`src/rtl/fp_div_normalize_round.sv`:
```
// Purpose: normalizes an iterative divider's quotient, rounds it to nearest-even and packs an IEEE-754 single.
// Latency: 3 cycles counted from and including the capture edge, plus 1 per left shift; worst case WIDTH+1.
// Backpressure: in_ready only in IDLE; the result is held in DONE until out_ready.
module fp_div_normalize_round #(
    parameter int WIDTH = 30
) (
    input  logic             clk,
    input  logic             rst,
    input  logic [WIDTH-1:0] q_in,
    input  logic [WIDTH-1:0] r_in,
    input  logic [9:0]       exp_in,
    input  logic             sign_in,
    input  logic             in_valid,
    output logic             in_ready,
    output logic [31:0]      result,
    output logic             overflow,
    output logic             underflow,
    output logic             inexact,
    output logic             out_valid,
    input  logic             out_ready
);

    typedef enum logic [1:0] {
        IDLE  = 2'd0,
        NORM  = 2'd1,
        ROUND = 2'd2,
        DONE  = 2'd3
    } state_t;

    state_t             state_q, state_d;
    logic [WIDTH-1:0]   quo_q, quo_d;
    logic               sticky_q, sticky_d;
    logic signed [10:0] exp_q, exp_d;
    logic               sign_q, sign_d;
    logic               zero_q, zero_d;
    logic [31:0]        result_q, result_d;
    logic               ovf_q, ovf_d;
    logic               unf_q, unf_d;
    logic               inx_q, inx_d;

    // Rounding datapath; only meaningful once the quotient is normalized.
    logic [22:0]        mant;
    logic               guard;
    logic               rest;
    logic               round_up;
    logic [23:0]        mant_sum;
    logic signed [10:0] exp_rnd;

    // Round-to-nearest-even on the normalized quotient; carry-out bumps the exponent.
    always_comb begin
        mant     = quo_q[WIDTH-3:WIDTH-25];
        guard    = quo_q[WIDTH-26];
        rest     = (|quo_q[WIDTH-27:0]) | sticky_q;
        round_up = guard & (rest | mant[0]);
        mant_sum = {1'b0, mant} + {23'd0, round_up};
        exp_rnd  = exp_q + {10'd0, mant_sum[23]};
    end

    // Next-state and datapath updates; one normalization shift per cycle.
    always_comb begin
        state_d  = state_q;
        quo_d    = quo_q;
        sticky_d = sticky_q;
        exp_d    = exp_q;
        sign_d   = sign_q;
        zero_d   = zero_q;
        result_d = result_q;
        ovf_d    = ovf_q;
        unf_d    = unf_q;
        inx_d    = inx_q;
        case (state_q)
            IDLE: begin
                if (in_valid) begin
                    quo_d    = q_in;
                    sticky_d = |r_in;
                    exp_d    = {exp_in[9], exp_in};
                    sign_d   = sign_in;
                    zero_d   = 1'b0;
                    state_d  = NORM;
                end
            end
            NORM: begin
                if (quo_q == '0) begin
                    zero_d  = 1'b1;
                    state_d = ROUND;
                end else if (quo_q[WIDTH-1]) begin
                    quo_d    = quo_q >> 1;
                    sticky_d = sticky_q | quo_q[0];
                    exp_d    = exp_q + 11'sd1;
                    state_d  = ROUND;
                end else if (quo_q[WIDTH-2]) begin
                    state_d = ROUND;
                end else begin
                    quo_d = quo_q << 1;
                    exp_d = exp_q - 11'sd1;
                end
            end
            ROUND: begin
                state_d = DONE;
                if (zero_q) begin
                    result_d = {sign_q, 31'h0};
                    ovf_d    = 1'b0;
                    unf_d    = 1'b0;
                    inx_d    = 1'b0;
                end else if (exp_rnd >= 11'sd255) begin
                    result_d = {sign_q, 8'hFF, 23'h0};
                    ovf_d    = 1'b1;
                    unf_d    = 1'b0;
                    inx_d    = 1'b1;
                end else if (exp_rnd <= 11'sd0) begin
                    // No denormals: anything below the normal range flushes to zero.
                    result_d = {sign_q, 31'h0};
                    ovf_d    = 1'b0;
                    unf_d    = 1'b1;
                    inx_d    = 1'b1;
                end else begin
                    result_d = {sign_q, exp_rnd[7:0], mant_sum[22:0]};
                    ovf_d    = 1'b0;
                    unf_d    = 1'b0;
                    inx_d    = guard | rest;
                end
            end
            DONE: begin
                if (out_ready) begin
                    state_d = IDLE;
                end
            end
            default: state_d = IDLE;
        endcase
    end

    // State and datapath registers; reset discards any in-flight operation.
    always_ff @(posedge clk) begin
        if (rst) begin
            state_q  <= IDLE;
            quo_q    <= '0;
            sticky_q <= 1'b0;
            exp_q    <= '0;
            sign_q   <= 1'b0;
            zero_q   <= 1'b0;
            result_q <= '0;
            ovf_q    <= 1'b0;
            unf_q    <= 1'b0;
            inx_q    <= 1'b0;
        end else begin
            state_q  <= state_d;
            quo_q    <= quo_d;
            sticky_q <= sticky_d;
            exp_q    <= exp_d;
            sign_q   <= sign_d;
            zero_q   <= zero_d;
            result_q <= result_d;
            ovf_q    <= ovf_d;
            unf_q    <= unf_d;
            inx_q    <= inx_d;
        end
    end

    assign in_ready  = (state_q == IDLE);
    assign out_valid = (state_q == DONE);
    assign result    = result_q;
    assign overflow  = ovf_q;
    assign underflow = unf_q;
    assign inexact   = inx_q;

endmodule

```
`config.mk`:
```
export PLATFORM = sky130hd
export DESIGN_NAME = fp_div_normalize_round
export DESIGN_NICKNAME = d
export VERILOG_FILES = /design/src/rtl/fp_div_normalize_round.sv
export SDC_FILE = /design/constraint.sdc
export NUM_CORES = 1
export LEC_CHECK = 0
export ABC_CLOCK_PERIOD_IN_PS = 4400
export CELL_PAD_IN_SITES_DETAIL_PLACEMENT = 1
export CELL_PAD_IN_SITES_GLOBAL_PLACEMENT = 2
export CORE_MARGIN = 2
export CORE_UTILIZATION = 25
export DETAILED_ROUTE_END_ITERATION = 16
export PLACE_DENSITY = 0.75
export RECOVER_POWER = 100
export SLEW_MARGIN = 10
export SYNTH_ARGS = -nofsm -noshare
export SYNTH_HDL_FRONTEND = slang
export SYNTH_SLANG_ARGS = --single-unit
```
`constraint.sdc`:
```
create_clock -name clk -period 4.4 [get_ports clk]
set_input_delay 0.44 -clock clk [delete_from_list [all_inputs] [get_ports clk]]
set_output_delay 0.44 -clock clk [all_outputs]
set_load 0.01 [all_outputs]
```
==> results of run 1 <==
stage by stage:
| step | instance area, µm² | worst slack, ns | std cells | utilization [%] | power [mW] |
|---|---|---|---|---|---|
| 5_1_grt | 6440 | 0.00781 | 978 | 33.3 | 4.42 |
| 3_5_place_dp | 6190 | 0.377 | 962 | 32.0 | 3.36 |
| 2_1_floorplan | 4890 | 1.13 | 623 | - | 2.75 |
| 6_report | 6440 | 0.341 | 978 | 33.3 | 4.08 |
| 4_1_cts | 6500 | 0.328 | 978 | 33.6 | 4.19 |
| 3_3_place_gp | 6190 | 0.734 | 962 | 32.0 | 3.29 |
state kept, by name, indices dropped and copies added (netlist names):
register	flops
result	32
quo_q	30
exp_q	11
state_q	2
inexact	1
overflow	1
sign_q	1
sticky_q	1
underflow	1
zero_q	1
layout by cell type (no fill, tap or decap), types with 25 or more instances in the layout:
master,n
nand2_1,107
dfxtp_1,81
clkdlybuf4s50_1,73
a21oi_1,51
dlygate4sd3_1,37
inv_1,36
o211ai_1,32
xnor2_1,30
nor2_1,28
o21ai_0,26
o311ai_0,25
power groups by stage:
stage / combinational (mW) / clock [mW] / sequential (mW)
after detailed placement: 2.11 / 0 / 1.25
after global placement: 2.06 / 0 / 1.24
after CTS: 2.13 / 0.819 / 1.24
final: 2.05 / 0.801 / 1.23
after global routing: 2.30 / 0.849 / 1.28
after floorplan: 1.63 / 0 / 1.12
layer usage:
| metal | vias to the layer above | wire (µm) | share of wire [%] | global-route usage, % |
|---|---|---|---|---|
| met3 | 12 | 865 | 5.2 | 3.20 |
| met2 | 138 | 7500 | 45 | 26.6 |
| met5 | - | 0 | 0 | 0 |
| met1 | 2381 | 8120 | 49 | 22.7 |
| li1 | 2428 | - | - | - |
| met4 | 0 | 200 | 1.2 | 4.85 |
area by class of cell:
class	count	area [µm²]
multi-input combinational	462	2890
tap	265	332
timing repair buffer	118	1150
fill	2330	12900
inverter	36	135
sequential	81	1620
clock buffer	14	274
clock inverter	2	35.0
path summary, 6_finish.rpt:
path	endpoint	slack, ns	cells past startpoint
setup reg to reg	result[27]$_SDFFE_PP0P_	0.34	12
hold reg to reg	overflow$_SDFFE_PP0P_	0.44	2
setup / recovery	result[27]$_SDFFE_PP0P_	0.34	12
hold / removal	overflow$_SDFFE_PP0P_	0.44	2
cell families after synthesis:
group	synth area share [%]
buffers and inverters	6.93
adders and majority gates	4.76
AOI/OAI and AO/OA	25.5
xor gates and xnor gates	7.16
DFF	33.2
muxes	1.02
and+or+nand+nor	21.5
tightest hold or removal path: cells and delay by family, from the launching register on:
family	cells	cell delay, ns
flops	1	0.31
simple gates	2	0.09
==> metrics.cfg, run 1 <==
[cts]
numClockSinks = 81
insertion_delay_ns = 0.34
post_cts_buffers = 0
post_cts_resized = 0
clk_pin_slew_ns = 0.06
postCtsHoldBufs = 0
htree_levels = 3
cts_made_buffers = 9
cts_buffer_depth = 2
cts_tree = yes
cts_root_buf = clkbuf_16

[cells_and_area]
n_antenna_cell = 0
nets = 801
drive_gt1_share_pct = 4.63
syn_to_final_growth_pct = 31.7

[run]
max_cap_viol_count = 0

[pwr]
p_leak_nw = 2.24
power_switching_mw = 1.83
power_density_mw_per_mm2 = 634
p_int_mw = 2.26
clock_power_share_pct = 19.6
p_sw_share_pct = 44.7
combPwrFrac_pct = 50.1
ir_worst_vdd_uv = 242
pwr-share-seq_pct = 30.3

[drt]
wl_per_cell_um = 17.1
drt_iter0_markers = 262
ant_nets = 0
drc_errors = 0
finalWirelength_mm = 16.7
drtPass1Iterations = 4
via_count = 4959
avgViaCountPerCell = 5.07

[logic_synthesis]
yosysWarnings = 0
synth.top_cells.by_area = dfxtp_1 33%, nand2_1 8.2%, xnor2_1 5.4%, a21oi_1 5.2%, o211ai_1 4.9%
synth_common_cells = 107 x nand2_1, 81 x dfxtp_1, 51 x a21oi_1
syn_inst = 623
netlist-cell-type-count = 53
yosysTopAreaCellShare_pct = 33.2
synth-main-ff-cell = dfxtp_1
yosysSeqAreaShare_pct = 33.2
ys_ff_latch = 81
avgSynthCellArea_um2 = 7.85
synth_nets = 716
synth_edf_count = 0
synthArstFlopShare_pct = 0
synth.most_common_cell = nand2_1
syn_area_mm2 = 0.00489
synth_largest_area_cell = dfxtp_1

[sta]
holdWs_ns = 0.444
finalCritPeriodShare_pct = 92.2
relSlewSlack_pct = 7.49
setup_viol = 0
min_period_ns = 4.06
fmax_mhz = 246
hold_violations = 0
rsz0062_at_grt = false
worst_pin_slew_ns = 1.39
fin_skew_ns = 0.00949
drv_slew = 0
tns_ns = 0

[placed_design]
port_buffers = 111
hpwl_mm = 12.3
place.gp.congestion = 0.794

[grt]
grtUsageTotal_pct = 16.6
first_global_vias = 5142
antenna_found_initial = 0
grt_max_degree = 70
grt_pass1_wl_mm = 27.2
gr-total-overflow = 0

[worst_setup_path]
slowest_delay_ns = 0.67
cp.required_ns = 4.68
path_class = reg -> reg
crit_chain = and3_1 -> nand4_1 -> nor4_1 -> and4_1 -> ha_1 -> ha_1 -> nand3_2 -> nor3_1 -> xor2_1 -> or3_1 -> nor3_1 -> a221o_1
worstReg2RegStart = quo_q[5]$_SDFFE_PP0P_
cp-end-kind = flop
crit_slowest_cell = nor4_1
cp-startpoint = quo_q[5]$_SDFFE_PP0P_
cp_num_buf_inv = 0
start_kind = flop
cp_top_family = simple AND/OR/NAND/NOR gates
crit_arrival_ns = 4.34
cp_max_fo = 7

[floorplanning]
rows = 51
die_y_um = 144
num_io_pins = 112
die_area_mm2 = 0.0207
start_util_pct = 25.3
coreArea_mm2 = 0.0193
die_w_um = 144

[status]
outcome = finished clean

[worst_hold_path]
hold_class = reg -> reg
hp-start = overflow$_SDFFE_PP0P_

Power figures use the tool's default switching activity.
==> inputs of run 2 (changes only) <==
--- a/config.mk
+++ b/config.mk
@@ -10,6 +10,7 @@
 export CELL_PAD_IN_SITES_GLOBAL_PLACEMENT = 2
 export CORE_MARGIN = 2
 export CORE_UTILIZATION = 25
+export CTS_CLUSTER_DIAMETER = 60
 export DETAILED_ROUTE_END_ITERATION = 16
 export PLACE_DENSITY = 0.75
 export RECOVER_POWER = 100
==> results of run 2 <==
Final layout, timing and power as in run 1 (identical DEF).
